[config.mk]
export PLATFORM = sky130hd
export DESIGN_NAME = ram_port_arbiter
export DESIGN_NICKNAME = d
export VERILOG_FILES = /design/src/rtl/vend_pkg.sv /design/src/rtl/rr_picker.sv /design/src/rtl/ram_port_arbiter.sv
export SDC_FILE = /design/constraint.sdc
export NUM_CORES = 1
export LEC_CHECK = 0
export ABC_AREA = 1
export BUFFER_PORTS_ARGS = -buffer_cell sky130_fd_sc_hd__buf_2
export CAP_MARGIN = 40
export CORE_MARGIN = 3
export CORE_UTILIZATION = 50
export DETAILED_ROUTE_END_ITERATION = 12
export PLACE_DENSITY = 0.84
export SETUP_SLACK_MARGIN = 0.5
export SYNTH_ARGS = -nofsm -noshare
export SYNTH_HDL_FRONTEND = slang
export SYNTH_HIERARCHICAL = 1
export SYNTH_SLANG_ARGS = --single-unit
[constraint.sdc]
create_clock -name clk_sys -period 3.2 [get_ports clk_sys]
set_input_delay 0.16 -clock clk_sys [delete_from_list [all_inputs] [get_ports clk_sys]]
set_output_delay 0.16 -clock clk_sys [all_outputs]
set_load 0.05 [all_outputs]
[src/rtl/vend_pkg.sv]
// vend_pkg: shared requester IDs and arbiter state type for the vending RAM port
package vend_pkg;
    localparam int NUM_REQ = 3;
    localparam int VEND    = 0;
    localparam int PAY     = 1;
    localparam int AUDIT   = 2;
    typedef enum logic [1:0] {IDLE, ACCESS, RDATA, LOCKED} arb_state_e;
endpackage

[src/rtl/rr_picker.sv]
// rr_picker: combinational round-robin pick, searching from last_grant+1 with wrap
module rr_picker #(
    parameter int N  = 3,
    parameter int IW = 2
) (
    input  logic [N-1:0]  req,
    input  logic [IW-1:0] last_grant,
    output logic [N-1:0]  win_oh,
    output logic [IW-1:0] win_idx
);
    int c;
    always_comb begin
        win_oh  = '0;
        win_idx = last_grant;
        c       = 0;
        // scan farthest-first so the nearest pending requester is assigned last
        for (int k = N; k >= 1; k--) begin
            c = int'(last_grant) + k;
            c = c >= N ? c - N : c;
            if (req[c]) begin
                win_oh  = N'(1) << c;
                win_idx = IW'(c);
            end
        end
    end
endmodule

[src/rtl/ram_port_arbiter.sv]
// ram_port_arbiter: round-robin arbiter sharing one RAM port among requesters, with atomic lock hold
module ram_port_arbiter
    import vend_pkg::*;
#(
    parameter int NUM_REQ    = vend_pkg::NUM_REQ,
    parameter int ADDR_WIDTH = 8,
    parameter int DATA_WIDTH = 16,
    parameter int LOCK_MAX   = 15
) (
    input  logic                          clk_sys,
    input  logic                          rst,
    input  logic [NUM_REQ-1:0]            req,
    input  logic [NUM_REQ-1:0]            lock,
    input  logic [NUM_REQ-1:0]            we,
    input  logic [NUM_REQ*ADDR_WIDTH-1:0] addr,
    input  logic [NUM_REQ*DATA_WIDTH-1:0] wdata,
    output logic [NUM_REQ-1:0]            gnt,
    output logic [NUM_REQ-1:0]            rvalid,
    output logic [DATA_WIDTH-1:0]         rdata,
    output logic [ADDR_WIDTH-1:0]         ram_addr,
    output logic [DATA_WIDTH-1:0]         ram_data,
    output logic                          ram_we,
    input  logic [DATA_WIDTH-1:0]         ram_q,
    output logic                          busy,
    output logic                          lock_err,
    output logic [15:0]                   contention_cnt
);
    localparam int IW = NUM_REQ > 1 ? $clog2(NUM_REQ) : 1;
    localparam int CW = $clog2(LOCK_MAX + 1);

    arb_state_e            state_q, state_d;
    logic [IW-1:0]         last_q, last_d, win_q, win_d, pick_idx, cap_idx;
    logic                  we_q, we_d, cap, multi, lock_win, err;
    logic [ADDR_WIDTH-1:0] addr_q, addr_d;
    logic [DATA_WIDTH-1:0] data_q, data_d;
    logic [CW-1:0]         lock_cnt_q, lock_cnt_d, cnt_inc;
    logic [15:0]           cont_q, cont_d;
    logic [NUM_REQ-1:0]    ign_q, ign_d, pick_oh, win_oh;

    rr_picker #(.N(NUM_REQ), .IW(IW)) u_pick (
        .req       (req),
        .last_grant(last_q),
        .win_oh    (pick_oh),
        .win_idx   (pick_idx)
    );

    assign win_oh   = NUM_REQ'(1) << win_q;
    // a forcibly released requester stays unlocked until it drops its lock input
    assign lock_win = lock[win_q] & ~ign_q[win_q];
    assign multi    = |(req & (req - NUM_REQ'(1)));
    assign cnt_inc  = lock_cnt_q + CW'(1);
    assign cap_idx  = state_q == LOCKED ? win_q : pick_idx;

    always_comb begin
        state_d    = state_q;
        last_d     = last_q;
        win_d      = win_q;
        we_d       = we_q;
        addr_d     = addr_q;
        data_d     = data_q;
        lock_cnt_d = lock_cnt_q;
        cont_d     = cont_q;
        ign_d      = ign_q & lock;
        cap        = 1'b0;
        err        = 1'b0;
        case (state_q)
            IDLE: begin
                cont_d = multi && cont_q != 16'hFFFF ? cont_q + 16'd1 : cont_q;
                if (|pick_oh) begin
                    cap        = 1'b1;
                    win_d      = pick_idx;
                    lock_cnt_d = '0;
                    state_d    = ACCESS;
                end
            end
            ACCESS: begin
                last_d  = win_q;
                state_d = !we_q ? RDATA : lock_win ? LOCKED : IDLE;
            end
            RDATA: state_d = lock_win ? LOCKED : IDLE;
            LOCKED: begin
                lock_cnt_d = cnt_inc;
                if (!lock_win) state_d = IDLE;
                else if (cnt_inc == CW'(LOCK_MAX)) begin
                    err     = 1'b1;
                    ign_d   = ign_d | win_oh;
                    state_d = IDLE;
                end else if (req[win_q]) begin
                    cap     = 1'b1;
                    state_d = ACCESS;
                end
            end
            default: state_d = IDLE;
        endcase
        if (cap) begin
            we_d   = we[cap_idx];
            addr_d = addr[cap_idx*ADDR_WIDTH +: ADDR_WIDTH];
            data_d = wdata[cap_idx*DATA_WIDTH +: DATA_WIDTH];
        end
    end

    always_ff @(posedge clk_sys) begin
        if (rst) begin
            state_q    <= IDLE;
            last_q     <= IW'(NUM_REQ - 1);
            win_q      <= '0;
            we_q       <= 1'b0;
            addr_q     <= '0;
            data_q     <= '0;
            lock_cnt_q <= '0;
            cont_q     <= '0;
            ign_q      <= '0;
        end else begin
            state_q    <= state_d;
            last_q     <= last_d;
            win_q      <= win_d;
            we_q       <= we_d;
            addr_q     <= addr_d;
            data_q     <= data_d;
            lock_cnt_q <= lock_cnt_d;
            cont_q     <= cont_d;
            ign_q      <= ign_d;
        end
    end

    // strobes are gated by rst so a reset in ACCESS/RDATA kills the write or read-valid at once
    assign gnt            = state_q == ACCESS && !rst ? win_oh : '0;
    assign rvalid         = state_q == RDATA && !rst ? win_oh : '0;
    assign ram_we         = state_q == ACCESS && we_q && !rst;
    assign busy           = state_q != IDLE && !rst;
    assign lock_err       = err && !rst;
    assign ram_addr       = addr_q;
    assign ram_data       = data_q;
    assign rdata          = ram_q;
    assign contention_cnt = cont_q;
endmodule
==> impl_metrics.env <==
export IMPL_slew_violations=0
export IMPL_p_leak_nw=2.78
export IMPL_dp_cells=889
export IMPL_dieArea_um2=9490
export IMPL_r2r_setup_slack_ns=0.68
export IMPL_antenna_found_initial=0
export IMPL_outcome="finished, final reports clean"
export IMPL_p_total_mw=4.82
export IMPL_dp_slack_ns=0.270
export IMPL_synth_warnings=6
export IMPL_synth_top_cell_area_share=0.259
export IMPL_grt_remaining_overflow=0
export IMPL_ys_seq_elements=54
export IMPL_gp_congestion=0.896
export IMPL_cts_root_buf="clkbuf_8"
export IMPL_hold_end="ign_q[2]"
export IMPL_initial_core_util=0.527
export IMPL_place_hpwl_mm=7.70
export IMPL_vdd_drop_max_v=0.000589
export IMPL_yosysUniqueCellTypes=30
export IMPL_syn_inst=696
export IMPL_viasPerCell=4.92
export IMPL_totalWireLength_mm=10.3
export IMPL_cp_common_cell="nand2_1"
export IMPL_r2r_start="last_q[1]"
export IMPL_start_kind="flip-flop"
export IMPL_setup_viol=0
export IMPL_critPathTopFamily="simple AND/OR/NAND/NOR gates"
export IMPL_cts_buffers=5
export IMPL_synth_async_sr_flop_share=0
export IMPL_drive_above_1_share=0.252
export IMPL_cp_num_buf_inv=3
export IMPL_layout_nets=908
export IMPL_clk_latency_ns=0.31
export IMPL_die_x_um=97.4
export IMPL_tightest_slew_ns=0.560
export IMPL_die_height_um=97.4
export IMPL_clock_sinks=54
export IMPL_critPathMaxStageDelay_ns=0.41
export IMPL_period_share=0.787
export IMPL_synthesis_area_um2=4180
export IMPL_critPathMaxFanout=50
export IMPL_ys_seq_area_frac=0.259
export IMPL_fin_crit_ns=2.52
export IMPL_maxSlewHeadroom=0.627
export IMPL_final_cell_mix="166 x nand2_1, 135 x inv_1, 131 x buf_2"
export IMPL_holdWs_ns=0.0977
export IMPL_min_from="lock[2]"
export IMPL_rows=32
export IMPL_final_common_cell="nand2_1"
export IMPL_synthTopCellsByArea="dfxtp_1 26%, nand2_1 15%, inv_1 12%, nand3_1 9.2%, a21oi_1 5.9%"
export IMPL_drtIter0Drc=161
export IMPL_synthFlopType="dfxtp_1"
export IMPL_rsz0062_at_grt="false"
export IMPL_coreArea_um2=7930
export IMPL_h_tree_depth=2
export IMPL_hold_violations=0
export IMPL_syn_num_nets=807
export IMPL_synth_edf_count=0
export IMPL_hold_path_class="in -> reg"
export IMPL_hold_depth=3
export IMPL_diodes=0
export IMPL_drc=0
export IMPL_stdcell_count=899
export IMPL_detail_route_antenna_nets=0
export IMPL_wl_per_cell_um=11.5
export IMPL_pwr_density_cell_nw_per_um2=995
export IMPL_cts_buffer_depth=2
export IMPL_fillers=768
export IMPL_area_growth_pct=15.8
export IMPL_hold_buffers=0
export IMPL_crit_chain="inv_1 > ha_4 > inv_1 > nand2_1 > nand2_2 > nand3_1 > nand2_1 > nand2_1 > nand2_1 > or3_1 > nand2_2 > nand2_1 > buf_6 > a21oi_1 > nor2_1"
export IMPL_arrival_ns=2.72
export IMPL_cts_tree="built"
export IMPL_crit_required_ns=3.40
export IMPL_grt_max_degree=51
export IMPL_synth_top_area_cell="dfxtp_1"
export IMPL_timing_rr_end="ram_addr[3]"
export IMPL_final_setup_skew_ns=0.00964
export IMPL_max_freq_ghz=0.397
export IMPL_vias=4423
export IMPL_grt_pass1_vias=4016
export IMPL_cap_violations=0
export IMPL_tns_ns=0
export IMPL_first_pass_iters=5
export IMPL_io_buffers=131
export IMPL_syn_area_per_cell_um2=6.00
export IMPL_cts_clk_slew_worst_paths_ns=0.10
export IMPL_io_pins=164
export IMPL_cp_end_kind="flip-flop"
export IMPL_grtUsageTotal=0.209
export IMPL_reg2reg_depth=15
export IMPL_grt_pass1_wl_mm=17.2
export IMPL_path_class="reg -> reg"
export IMPL_cp_slowest_cell="or3_1"
export IMPL_layout_setup_ws_ns=0.680
==> per-stage QoR <==
step	instance area [um^2]	util
global placement	4700	0.593
detailed placement	4700	0.593
CTS	4820	0.607
floorplan	4180	-
global route	4840	0.610
finish	4840	0.610
==> where the power goes <==
part | switching (mW) | total (mW) | leakage, nW | internal [mW]
sequential | 0.0952 | 0.915 | 0.442 | 0.820
combinational | 2.37 | 3.52 | 2.29 | 1.15
clock | 0.232 | 0.384 | 0.0444 | 0.152
==> cells in the mapped netlist, types with 9 or more instances <==
master     n
o21ai_0   22
nor2_1    63
buf_4     19
inv_1    136
buf_2     13
a21oi_1   49
nand3_1   77
nand2_1  167
xor2_1     9
o21ai_2   23
nand2_2    9
ha_1      12
dfxtp_1   54
==> cell families (layout without fill, tap and decap cells) <==
| family | Yosys count | count (layout) | synth area share |
|---|---|---|---|
| AOI/OAI and AO/OA | 96 | 97 | 0.139 |
| xor gates and xnor gates | 12 | 12 | 0.0252 |
| adders and majority gates | 12 | 12 | 0.0359 |
| buffers and inverters | 188 | 288 | 0.201 |
| DFF | 54 | 54 | 0.259 |
| and+or+nand+nor | 334 | 334 | 0.341 |
==> worst register-to-register path, stage by stage (launching register included) <==
cell     delay [ns]
dfxtp_2        0.39
inv_1          0.12
ha_4           0.34
inv_1          0.09
nand2_1        0.09
nand2_2        0.09
nand3_1        0.08
nand2_1        0.05
nand2_1        0.05
nand2_1        0.05
or3_1          0.41
nand2_2        0.12
nand2_1        0.08
buf_6          0.20
a21oi_1        0.21
nor2_1         0.07
==> sequential cells by signal, indices dropped and copies added, names as in the netlist <==
name / count
contention_cnt: 16
ign_q: 3
last_q: 2
lock_cnt_q: 4
ram_addr: 8
ram_data: 16
state_q: 2
we_q: 1
win_q: 2
==> layout make-up <==
class | instances | area [um^2] | area share
Multi-Input combinational cell | 455 | 2290 | 0.472
Timing Repair Buffer | 138 | 719 | 0.149
Tap cell | 102 | 128 | 0.0264
Sequential cell | 54 | 1080 | 0.224
Clock buffer | 5 | 68.8 | 0.0142
Inverter | 143 | 539 | 0.111
Clock inverter | 2 | 13.8 | 0.00284
==> per-layer routing <==
metal / up-vias / GRT usage / share of wire / routed length, um
li1: 2310 / - / - / -
met1: 1919 / 0.265 / 0.43 / 4480
met2: 182 / 0.360 / 0.48 / 4960
met3: 12 / 0.0452 / 0.078 / 803
met4: 0 / 0.0522 / 0.010 / 105
met5: - / 0 / 0 / 0
==> worst max path at each step <==
stage / from / endpoint / slack [ns] / cells after the start
global route: last_q[1] / ram_addr[3] / 0.49 / 15
global placement: last_q[0] / ram_data[2] / 0.40 / 16
detailed placement: last_q[0] / ram_data[4] / 0.27 / 16
floorplan: last_q[0] / ram_addr[5] / 0.79 / 17
finish: last_q[1] / ram_addr[3] / 0.68 / 15
CTS: last_q[0] / ram_data[15] / 0.51 / 17
==> repair_timing <==
item | 4_1_cts | 5_1_grt
pin swaps | 0 | 0
setup endpoints to repair | 29 | 29
gates cloned | 1 | 0
gates resized for setup | 6 | 8
setup buffers | 0 | 2
Note: power is estimated with default switching activity, not from simulation.
